--- src/rtl/enet_nios_ext_bus_master.sv ---
// enet_nios_ext_bus_master
//   Turns single Avalon-style slave transfers into timed cycles on the
//   Ethernet controller's asynchronous 16-bit host bus. Each cycle has
//   SETUP, STROBE and HOLD phases timed by a loadable down-counter. A
//   synchronized ready input can stretch the strobe, up to TIMEOUT_CYC
//   extra clocks, after which a sticky timeout flag is raised.
// Ports
//   clk, aclr (async, active high), sclr (sync clear / abort)
//   av_*  : Nios-side slave (chipselect/read/write/address/writedata in,
//           readdata/waitrequest/timeout out)
//   ext_* : external bus (cs_n/rd_n/wr_n/addr/data_out/data_oe out,
//           data_in/rdy in)
module enet_nios_ext_bus_master #(
  parameter int ADDR_W      = 4,
  parameter int DATA_W      = 16,
  parameter int SETUP_CYC   = 1,
  parameter int STROBE_CYC  = 3,
  parameter int HOLD_CYC    = 1,
  parameter int TIMEOUT_CYC = 64
) (
  input  logic              clk,
  input  logic              aclr,
  input  logic              sclr,
  input  logic              av_chipselect,
  input  logic              av_read,
  input  logic              av_write,
  input  logic [ADDR_W-1:0] av_address,
  input  logic [DATA_W-1:0] av_writedata,
  output logic [DATA_W-1:0] av_readdata,
  output logic              av_waitrequest,
  output logic              av_timeout,
  output logic              ext_cs_n,
  output logic              ext_rd_n,
  output logic              ext_wr_n,
  output logic [ADDR_W-1:0] ext_addr,
  output logic [DATA_W-1:0] ext_data_out,
  output logic              ext_data_oe,
  input  logic [DATA_W-1:0] ext_data_in,
  input  logic              ext_rdy
);

  typedef enum logic [2:0] {S_IDLE, S_SETUP, S_STROBE, S_HOLD, S_DONE} state_t;

  localparam logic [7:0] SETUP_LD  = 8'(SETUP_CYC - 1);
  localparam logic [7:0] STROBE_LD = 8'(STROBE_CYC - 1);
  localparam logic [7:0] HOLD_LD   = 8'(HOLD_CYC - 1);
  localparam logic [9:0] TO_LIM    = 10'(TIMEOUT_CYC);

  state_t              state_q;
  logic [7:0]          cnt_q;
  logic [9:0]          ext_q;     // strobe extension clocks while rdy_s low
  logic                rdy_m_q, rdy_s_q;
  logic                is_rd_q;
  logic                cs_n_q, rd_n_q, wr_n_q, oe_q, to_q;
  logic [ADDR_W-1:0]   addr_q;
  logic [DATA_W-1:0]   dout_q, rdata_q;
  logic                req;

  assign req            = av_chipselect & (av_read | av_write);
  assign av_waitrequest = req & (state_q != S_DONE);
  assign av_readdata    = rdata_q;
  assign av_timeout     = to_q;
  assign ext_cs_n       = cs_n_q;
  assign ext_rd_n       = rd_n_q;
  assign ext_wr_n       = wr_n_q;
  assign ext_addr       = addr_q;
  assign ext_data_out   = dout_q;
  assign ext_data_oe    = oe_q;

  // Bus outputs are registered and updated together with the state they
  // belong to, so they change on the same edge the phase is entered.
  always_ff @(posedge clk or posedge aclr) begin
    if (aclr) begin
      state_q <= S_IDLE;
      cnt_q   <= '0;
      ext_q   <= '0;
      rdy_m_q <= 1'b0;
      rdy_s_q <= 1'b0;
      is_rd_q <= 1'b0;
      cs_n_q  <= 1'b1;
      rd_n_q  <= 1'b1;
      wr_n_q  <= 1'b1;
      oe_q    <= 1'b0;
      to_q    <= 1'b0;
      addr_q  <= '0;
      dout_q  <= '0;
      rdata_q <= '0;
    end else if (sclr) begin
      // Abort: the transfer in flight is abandoned, not completed.
      state_q <= S_IDLE;
      cnt_q   <= '0;
      ext_q   <= '0;
      rdy_m_q <= 1'b0;
      rdy_s_q <= 1'b0;
      is_rd_q <= 1'b0;
      cs_n_q  <= 1'b1;
      rd_n_q  <= 1'b1;
      wr_n_q  <= 1'b1;
      oe_q    <= 1'b0;
      to_q    <= 1'b0;
      addr_q  <= '0;
      dout_q  <= '0;
      rdata_q <= '0;
    end else begin
      rdy_m_q <= ext_rdy;
      rdy_s_q <= rdy_m_q;
      case (state_q)
        S_IDLE: if (req) begin
          addr_q  <= av_address;
          dout_q  <= av_writedata;
          is_rd_q <= av_read;           // read wins if both are set
          cnt_q   <= SETUP_LD;
          cs_n_q  <= 1'b0;
          oe_q    <= ~av_read;
          state_q <= S_SETUP;
        end
        S_SETUP: if (cnt_q == 8'd0) begin
          cnt_q   <= STROBE_LD;
          ext_q   <= '0;
          rd_n_q  <= ~is_rd_q;
          wr_n_q  <= is_rd_q;
          state_q <= S_STROBE;
        end else begin
          cnt_q <= cnt_q - 8'd1;
        end
        S_STROBE: if (cnt_q != 8'd0) begin
          cnt_q <= cnt_q - 8'd1;
        end else if (rdy_s_q) begin
          // Ready has priority over the timeout on the same clock.
          if (is_rd_q) rdata_q <= ext_data_in;
          cnt_q   <= HOLD_LD;
          rd_n_q  <= 1'b1;
          wr_n_q  <= 1'b1;
          state_q <= S_HOLD;
        end else if (ext_q == TO_LIM) begin
          to_q    <= 1'b1;
          if (is_rd_q) rdata_q <= '1;
          cnt_q   <= HOLD_LD;
          rd_n_q  <= 1'b1;
          wr_n_q  <= 1'b1;
          state_q <= S_HOLD;
        end else begin
          ext_q <= ext_q + 10'd1;
        end
        S_HOLD: if (cnt_q == 8'd0) begin
          cs_n_q  <= 1'b1;
          oe_q    <= 1'b0;
          state_q <= S_DONE;
        end else begin
          cnt_q <= cnt_q - 8'd1;
        end
        S_DONE:  state_q <= S_IDLE;
        default: state_q <= S_IDLE;
      endcase
    end
  end

endmodule

--- config.mk ---
export PLATFORM = sky130hd
export DESIGN_NAME = enet_nios_ext_bus_master
export DESIGN_NICKNAME = d
export VERILOG_FILES = /design/src/rtl/enet_nios_ext_bus_master.sv
export SDC_FILE = /design/constraint.sdc
export NUM_CORES = 1
export LEC_CHECK = 0
export CORE_MARGIN = 3
export CORE_UTILIZATION = 44
export DETAILED_ROUTE_END_ITERATION = 10
export PLACE_DENSITY = 0.73
export REMOVE_ABC_BUFFERS = 1
export SYNTH_ARGS = -nofsm -noshare
export SYNTH_HDL_FRONTEND = slang
export SYNTH_SLANG_ARGS = --single-unit
--- constraint.sdc ---
create_clock -name clk -period 2.4 [get_ports clk]
set_clock_uncertainty 0.2 [all_clocks]
set_input_delay 0.24 -clock clk [delete_from_list [all_inputs] [get_ports clk]]
set_output_delay 0.24 -clock clk [all_outputs]
set_load 0.005 [all_outputs]
==> run_results.csv <==
group,metric,value,unit
run_status,status,"finished, final reports clean",
global_routing,grt_overflow,0,
floorplan,io_pins,85,
floorplan,dieHeight,91.6,um
drt,antenna_left,0,
setup_path,cp.arrival,2310,ps
logic_synthesis,synth_top_family_by_area,"simple AND/OR/NAND/NOR gates",
global_routing,grt_pass1_wl,13.9,mm
cells_and_area,multi_input_area,1460,um2
drt,routed_via_density,5.36,
clock_tree,root_buffer,"clkbuf_8",
timing,period_share,95.2,%
drt,drc,0,
global_routing,grt_max_degree,45,
logic_synthesis,synth_compound_area_share,18.5,%
logic_synthesis,synth_xor_area_share,0,%
cells_and_area,final_common_cell,"clkdlybuf4s50_1",
global_routing,antenna_found_initial,0,
timing,tightest_slew,559,ps
logic_synthesis,synthMuxAreaShare,2.91,%
drt,wl_per_cell,15.4,um
power_and_ir_drop,p_leak,1.93,nW
power_and_ir_drop,power_density,926,nW/um2
cells_and_area,num_antenna_cells,0,
logic_synthesis,ys.flop_type,"dfrtp_1",
timing,finalWorstSetupSlack,115,ps
logic_synthesis,yosysWarnings,0,
clock_tree,clock_latency,350,ps
hold_path,hold_class,"in -> async",
timing,max_freq,438,MHz
clock_tree,path_clk_slew,80,ps
timing,final-hold-violation-count,0,
cells_and_area,area_growth,40.8,%
drt,dr.pass1.iters,4,
setup_path,end_kind,"flip-flop",
timing,slew_headroom,62.4,%
placed_design,gp_congestion,0.815,
timing,setup_viol,0,
logic_synthesis,synth_area,3230,um2
logic_synthesis,syn_avg_cell_area,9.32,um2
cells_and_area,regArea,1630,um2
timing,tns,0,ps
logic_synthesis,netlist_instances,346,
clock_tree,cts_tree,"built",
clock_tree,htreeDepth,3,
placed_design,place_hpwl,5.90,mm
setup_path,critPathMaxFanout,11,
floorplan,start_util,46.5,%
logic_synthesis,ys_ff_latch,65,
logic_synthesis,async_reset_ff_share,100,%
global_routing,grt_pass1_vias,2813,
setup_path,worst-path-buf-inv,0,
logic_synthesis,yosys.area_share.simple,21.5,%
logic_synthesis,synthAdderAreaFrac,1.55,%
cells_and_area,fin_area,4540,um2
clock_tree,cts_buffers,9,
setup_path,start_kind,"flip-flop",
setup_path,crit_required,2430,ps
floorplan,coreArea,6940,um2
drt,drtIter0Drc,131,
timing,drv_slew,0,
clock_tree,clk_path_buf_depth,2,
floorplan,std_cell_rows,30,
placed_design,portBuffers,84,
setup_path,cp_top_family,"simple AND/OR/NAND/NOR gates",
cells_and_area,mostFrequentLayoutCells,"clkdlybuf4s50_1, dfrtp_1, nand2_1, a21oi_1, buf_4",
global_routing,grtUsageTotal,20.7,%
setup_path,worst-setup-path-type,"reg -> reg",
logic_synthesis,synth_edf_count,0,
logic_synthesis,synth.distinct_cells,49,
power_and_ir_drop,ir_drop,849,uV
setup_path,slowest_stage,"or4_4",
drt,routed_wl,8.45,mm
cells_and_area,nNetsFinal,496,
floorplan,die_w,91.6,um
placed_design,placed_area,4290,um2
logic_synthesis,ys_seq_area_share,50.5,%
power_and_ir_drop,power,4.21,mW
cells_and_area,fillCellCount,577,
floorplan,dieArea,8390,um2
job,max-cap-violations,0,
drt,vias,2947,
timing,finalCriticalPeriod,2280,ps
clock_tree,clock-sinks,65,
cells_and_area,drive_gt1_share,14.3,%
timing,fin_hold_ws,40.4,ps
placed_design,place_ws,-31.2,ps
setup_path,cpPeakStageDelay,600,ps
setup_path,path_cells,"or4_4 -> a2111oi_2 -> nor2_2 -> a31oi_1 -> o21ai_1",
cell families (layout without fill, tap and decap cells):
logic type      Yosys count  in the layout
simple gates            139            139
compound gates           91             91
flops                    65             65
buf+inv                  39            147
mux                       8              8
fa+ha+maj                 4              4
final timing paths:
path                            startpoint              end  slack [ps]  cells after the start
hold / removal                        aclr         ext_q[6]          40                      2
max in group asynchronous             aclr         ext_wr_n        1320                      3
hold reg to reg             av_readdata[5]   av_readdata[5]         290                      1
min in group clk           av_writedata[9]  ext_data_out[9]         220                      3
setup reg to reg                  cnt_q[4]         cnt_q[3]         120                      5
setup / recovery                  cnt_q[4]         cnt_q[3]         120                      5
power breakdown:
group / total, mW / switching [mW] / internal, mW
registers: 1.42 / 0.158 / 1.26
logic: 1.85 / 0.975 / 0.872
clock network: 0.944 / 0.439 / 0.505
worst reg2reg max path, stage by stage (launching register included):
cell and delay [ps]:
dfrtp_1 440, or4_4 610, a2111oi_2 430, nor2_2 200, a31oi_1 210, o21ai_1 90
cell type report:
type | count | area share [%]
clock inverters | 5 | 1.21
flip-flops and latches | 65 | 35.9
repair buffers | 110 | 23.3
well taps | 96 | 2.64
clock buffers | 11 | 3.11
multi-input cells | 242 | 32.1
inverters | 21 | 1.74
what timing repair did:
action	in CTS	in global routing
hold endpoints to repair	2	0
resized for setup	1	2
setup endpoints to repair	8	19
setup buffers	0	3
pin swaps	0	2
hold buffers	1	0
sequential cells by signal, indices dropped and copies added (netlist names):
signal and count:
rdy_m_q 1, ext_data_oe 1, rdy_s_q 1, state_q 3
ext_wr_n 1, ext_rd_n 1, cnt_q 8, av_readdata 16
ext_addr 4, ext_cs_n 1, ext_data_out 16, av_timeout 1
is_rd_q 1, ext_q 10
stage by stage:
stage	utilization, %	std cells
floorplan	-	328
global placement	61.8	530
detailed placement	61.8	530
CTS	64.9	547
global route	65.4	550
finish	65.4	550
metal layers:
layer,GRT usage (%),routed length [um]
met5,0,0
met3,4.84,361
met1,27.6,3710
met4,7.04,163
met2,33.0,4210
cell usage after synthesis, types with 2 or more instances:
cell type / n / area (um2)
a41oi_1: 2 / 17.5
a31oi_1: 5 / 31.3
buf_4: 2 / 15.0
nor4_1: 3 / 18.8
o31ai_1: 5 / 37.5
nor2b_1: 13 / 81.3
o211ai_1: 5 / 37.5
a31o_2: 2 / 17.5
mux2_2: 6 / 67.6
nand3_1: 13 / 65.1
o21ai_0: 13 / 65.1
and3_1: 4 / 25.0
or3_1: 4 / 25.0
dfrtp_1: 62 / 1550
nor3_1: 3 / 15.0
inv_1: 21 / 78.8
dfstp_2: 3 / 78.8
nand2b_1: 4 / 25.0
clkbuf_1: 14 / 52.6
o21ai_1: 2 / 10.0
or4_1: 3 / 22.5
nand4_1: 4 / 25.0
o22a_1: 9 / 78.8
a21oi_1: 39 / 195
nand2_1: 60 / 225
ha_1: 4 / 50.1
nor2_1: 19 / 71.3
(Power assumes the default switching activity.)
==> variant 1: new RTL, same settings <==
`ADDR_W`: 4 -> 5.
--- a/src/rtl/enet_nios_ext_bus_master.sv
+++ b/src/rtl/enet_nios_ext_bus_master.sv
@@ -13,3 +13,3 @@
 module enet_nios_ext_bus_master #(
-  parameter int ADDR_W      = 4,
+  parameter int ADDR_W      = 5,
   parameter int DATA_W      = 16,
Interface: changed (resized av_address and ext_addr); port bits go from 85 to 87. No check against the original RTL was run, so the function may have changed too.
==> variant 1 against the original RTL <==
- sequential cell count increased by 1
- sequential share of layout area shrank 0.26 points
- power is 6.4% lower
- count of clock-buffer cells in the layout did not move
- setup slack worse by 0.018 ns
- area after synthesis grew 2.6%
- final area up 2.3%
- cell count up 1.6%
- maximum frequency decreased by 0.79%
- routed wire length rose by 2.0%
- critical endpoint is now cnt_q[7]$_DFFE_PP0P_
==> variant 1: results (changes against the original RTL) <==
- The post-layout net count is 506 (+2.0%).
- The detailed placer's ending HPWL is 6180 um (+4.9%).
- The flow ran to the end, and the final reports show no timing, DRC or antenna violations.
- The starting DRC count in detailed routing was 161 (+23%).
- The layout cell share with drive strength beyond 1 is 12.5% (-1.8 points).
- The total length of routed met2 wires was 4070 um (-3.4%).
- The met1 routed wirelength after detailed routing is 3850 um (+4.0%).
- The wire length on met3 came to 553 um (+53%).
- The largest net degree at the start of global routing is 53 (+18%).
- The most used flip-flop cell after synthesis is dfrtp_1.
- Routed signal wires occupy layers up through met4.
- The number of global-route vias before repair was 2965 (+5.4%).
- The iteration count of the initial detailed-routing pass was 6 (+2).
- The all-layer global routing usage is 21.1% (+0.45 points).
- The clock latency reported for the late side of the worst-skew pair is 0.35 ns (about the same).
- The number of buffer cells added on primary ports is 86 (+2.4%).
- The post-synthesis sequential area ratio was 50.0% (-0.51 points).
- The clock-pin slew of the registers on the worst-case setup and hold paths was 0.08 ns (about the same).
- The final core utilization is 65.9% (+0.43 points).
- The via count is 2915 (-1.1%).
- The initial antenna violation count is 0 (unchanged).
- The normalized max-slew margin came to 62.0% (-0.34 points).
- The switching power is 1.40 mW (-11%).
- The classification of the worst-slack hold path is in2reg.
- The worst register-to-register path ends at cnt_q[7]$_DFFE_PP0P_.
- The number of fill cells is 589 (+2.1%).
- The static leakage came to 2.04 nW (+5.6%).
- The first-pass GRT wire length is 14300 um (+3.1%).
- Counting instances in the post-synthesis netlist gives the leading cell types as dfrtp_1, nand2_1, a21oi_1.
- The routed length per placed instance is 15.4 um (+0.35%).
- The total CTS buffers is 9 (unchanged).
- The most critical setup path has its endpoint at cnt_q[7]$_DFFE_PP0P_.
- The number of cells on the worst hold path is 2.
- The final weighted congestion of routability-driven global placement is 0.860 (+5.6%).
- The data arrival time of the critical path is 2.34 ns (+0.03 ns).
- The post-placement cell area was 4410 um2 (+2.8%).
- The count of unique library cells instantiated by Yosys came to 49 (unchanged).
- The peak supply drop is 626 uV (-26%).
- The largest fanout on the critical path was 10 (-1).
- The register-to-register path setup slack was 0.1 ns (-0.02 ns).
- Ranked by total cell area, the synthesized netlist is headed by dfrtp_1, a21oi_1, nand2_1, mux2_1, inv_1.
- The count of buffers added by post-CTS timing repair for setup is 0 (unchanged).
- In this design, the largest share of critical-path delay is due to simple AND/OR/NAND/NOR gates.
[variant 1: cell types whose count changed in the layout (fill, tap and decap cells not counted), sizes merged, moves of 6 or more]
cell | unedited run | this run
a21oi | 40 | 49
nor2b | 13 | 4
o22a | 9 | 0
mux2 | 8 | 16
a31oi | 5 | 11
nand3 | 13 | 7
o211ai | 6 | 0
[variant 1: worst min-delay path by stage]
stage,endpoint,slack [ns],start
final,av_timeout$_DFFE_PP0P_,0.03,sclr
after floorplan,ext_addr[0]$_DFFE_PP0P_,0.10,sclr
after global routing,av_timeout$_DFFE_PP0P_,0.04,sclr
after detailed placement,av_readdata[5]$_DFFE_PP0P_,0.27,av_readdata[5]$_DFFE_PP0P_
after CTS,av_timeout$_DFFE_PP0P_,0.008,sclr
after global placement,av_readdata[14]$_DFFE_PP0P_,0.27,av_readdata[14]$_DFFE_PP0P_
[variant 1: stage by stage]
stage                     setup WS [ns]  cells
after global placement            0.151    542
final                            0.0973    559
after floorplan                  -0.388    335
after global routing            -0.0214    559
after detailed placement          0.104    542
after CTS                        0.0211    559
[variant 1: logic make-up (layout without fill, tap and decap cells)]
kind of cell               after synthesis  in the layout  share of synthesized area [%]
DFF                                     66             66                           50.0
muxes                                   18             18                           6.05
xor gates and xnor gates                 1              1                          0.265
AOI/OAI and AO/OA                       88             88                           16.5
adders and majority gates                4              4                           1.51
and+or+nand+nor                        133            133                           20.1
buffers and inverters                   45            153                           5.52
[variant 1: repair_timing]
action,4_1_cts,5_1_grt
resized for setup,0,7
hold buffers,1,0
endpoints found under the setup margin,0,11
endpoints found under the hold margin,13,0
[variant 1: final cells by class]
| class | count | share of cell area, % |
|---|---|---|
| tap | 96 | 2.58 |
| sequential | 66 | 35.6 |
| clock inverter | 5 | 1.18 |
| clock buffer | 11 | 2.83 |
| inverter | 25 | 2.02 |
| timing repair buffer | 112 | 23.2 |
| multi-input combinational | 244 | 32.6 |
[variant 1: layer usage]
metal / vias up / global-route usage, %
met5: - / 0
met4: 0 / 9.16
met3: 12 / 4.47
met2: 91 / 33.5
met1: 1379 / 28.0
li1: 1433 / -
[variant 1: power groups by stage]
stage,clock [mW],sequential (mW),combinational [mW]
after floorplan,0,1.45,0.808
after global placement,0,1.42,1.52
after detailed placement,0,1.43,1.54
after CTS,0.928,1.41,1.57
after global routing,0.977,1.45,1.77
final,0.909,1.43,1.60
[variant 1: worst reg2reg max path, cell delays in order, from the launching register on]
cell and delay (ns):
dfrtp_1 0.45, or4_4 0.62, a2111oi_2 0.45, nor3_2 0.18
a41oi_1 0.25, a31oi_1 0.06
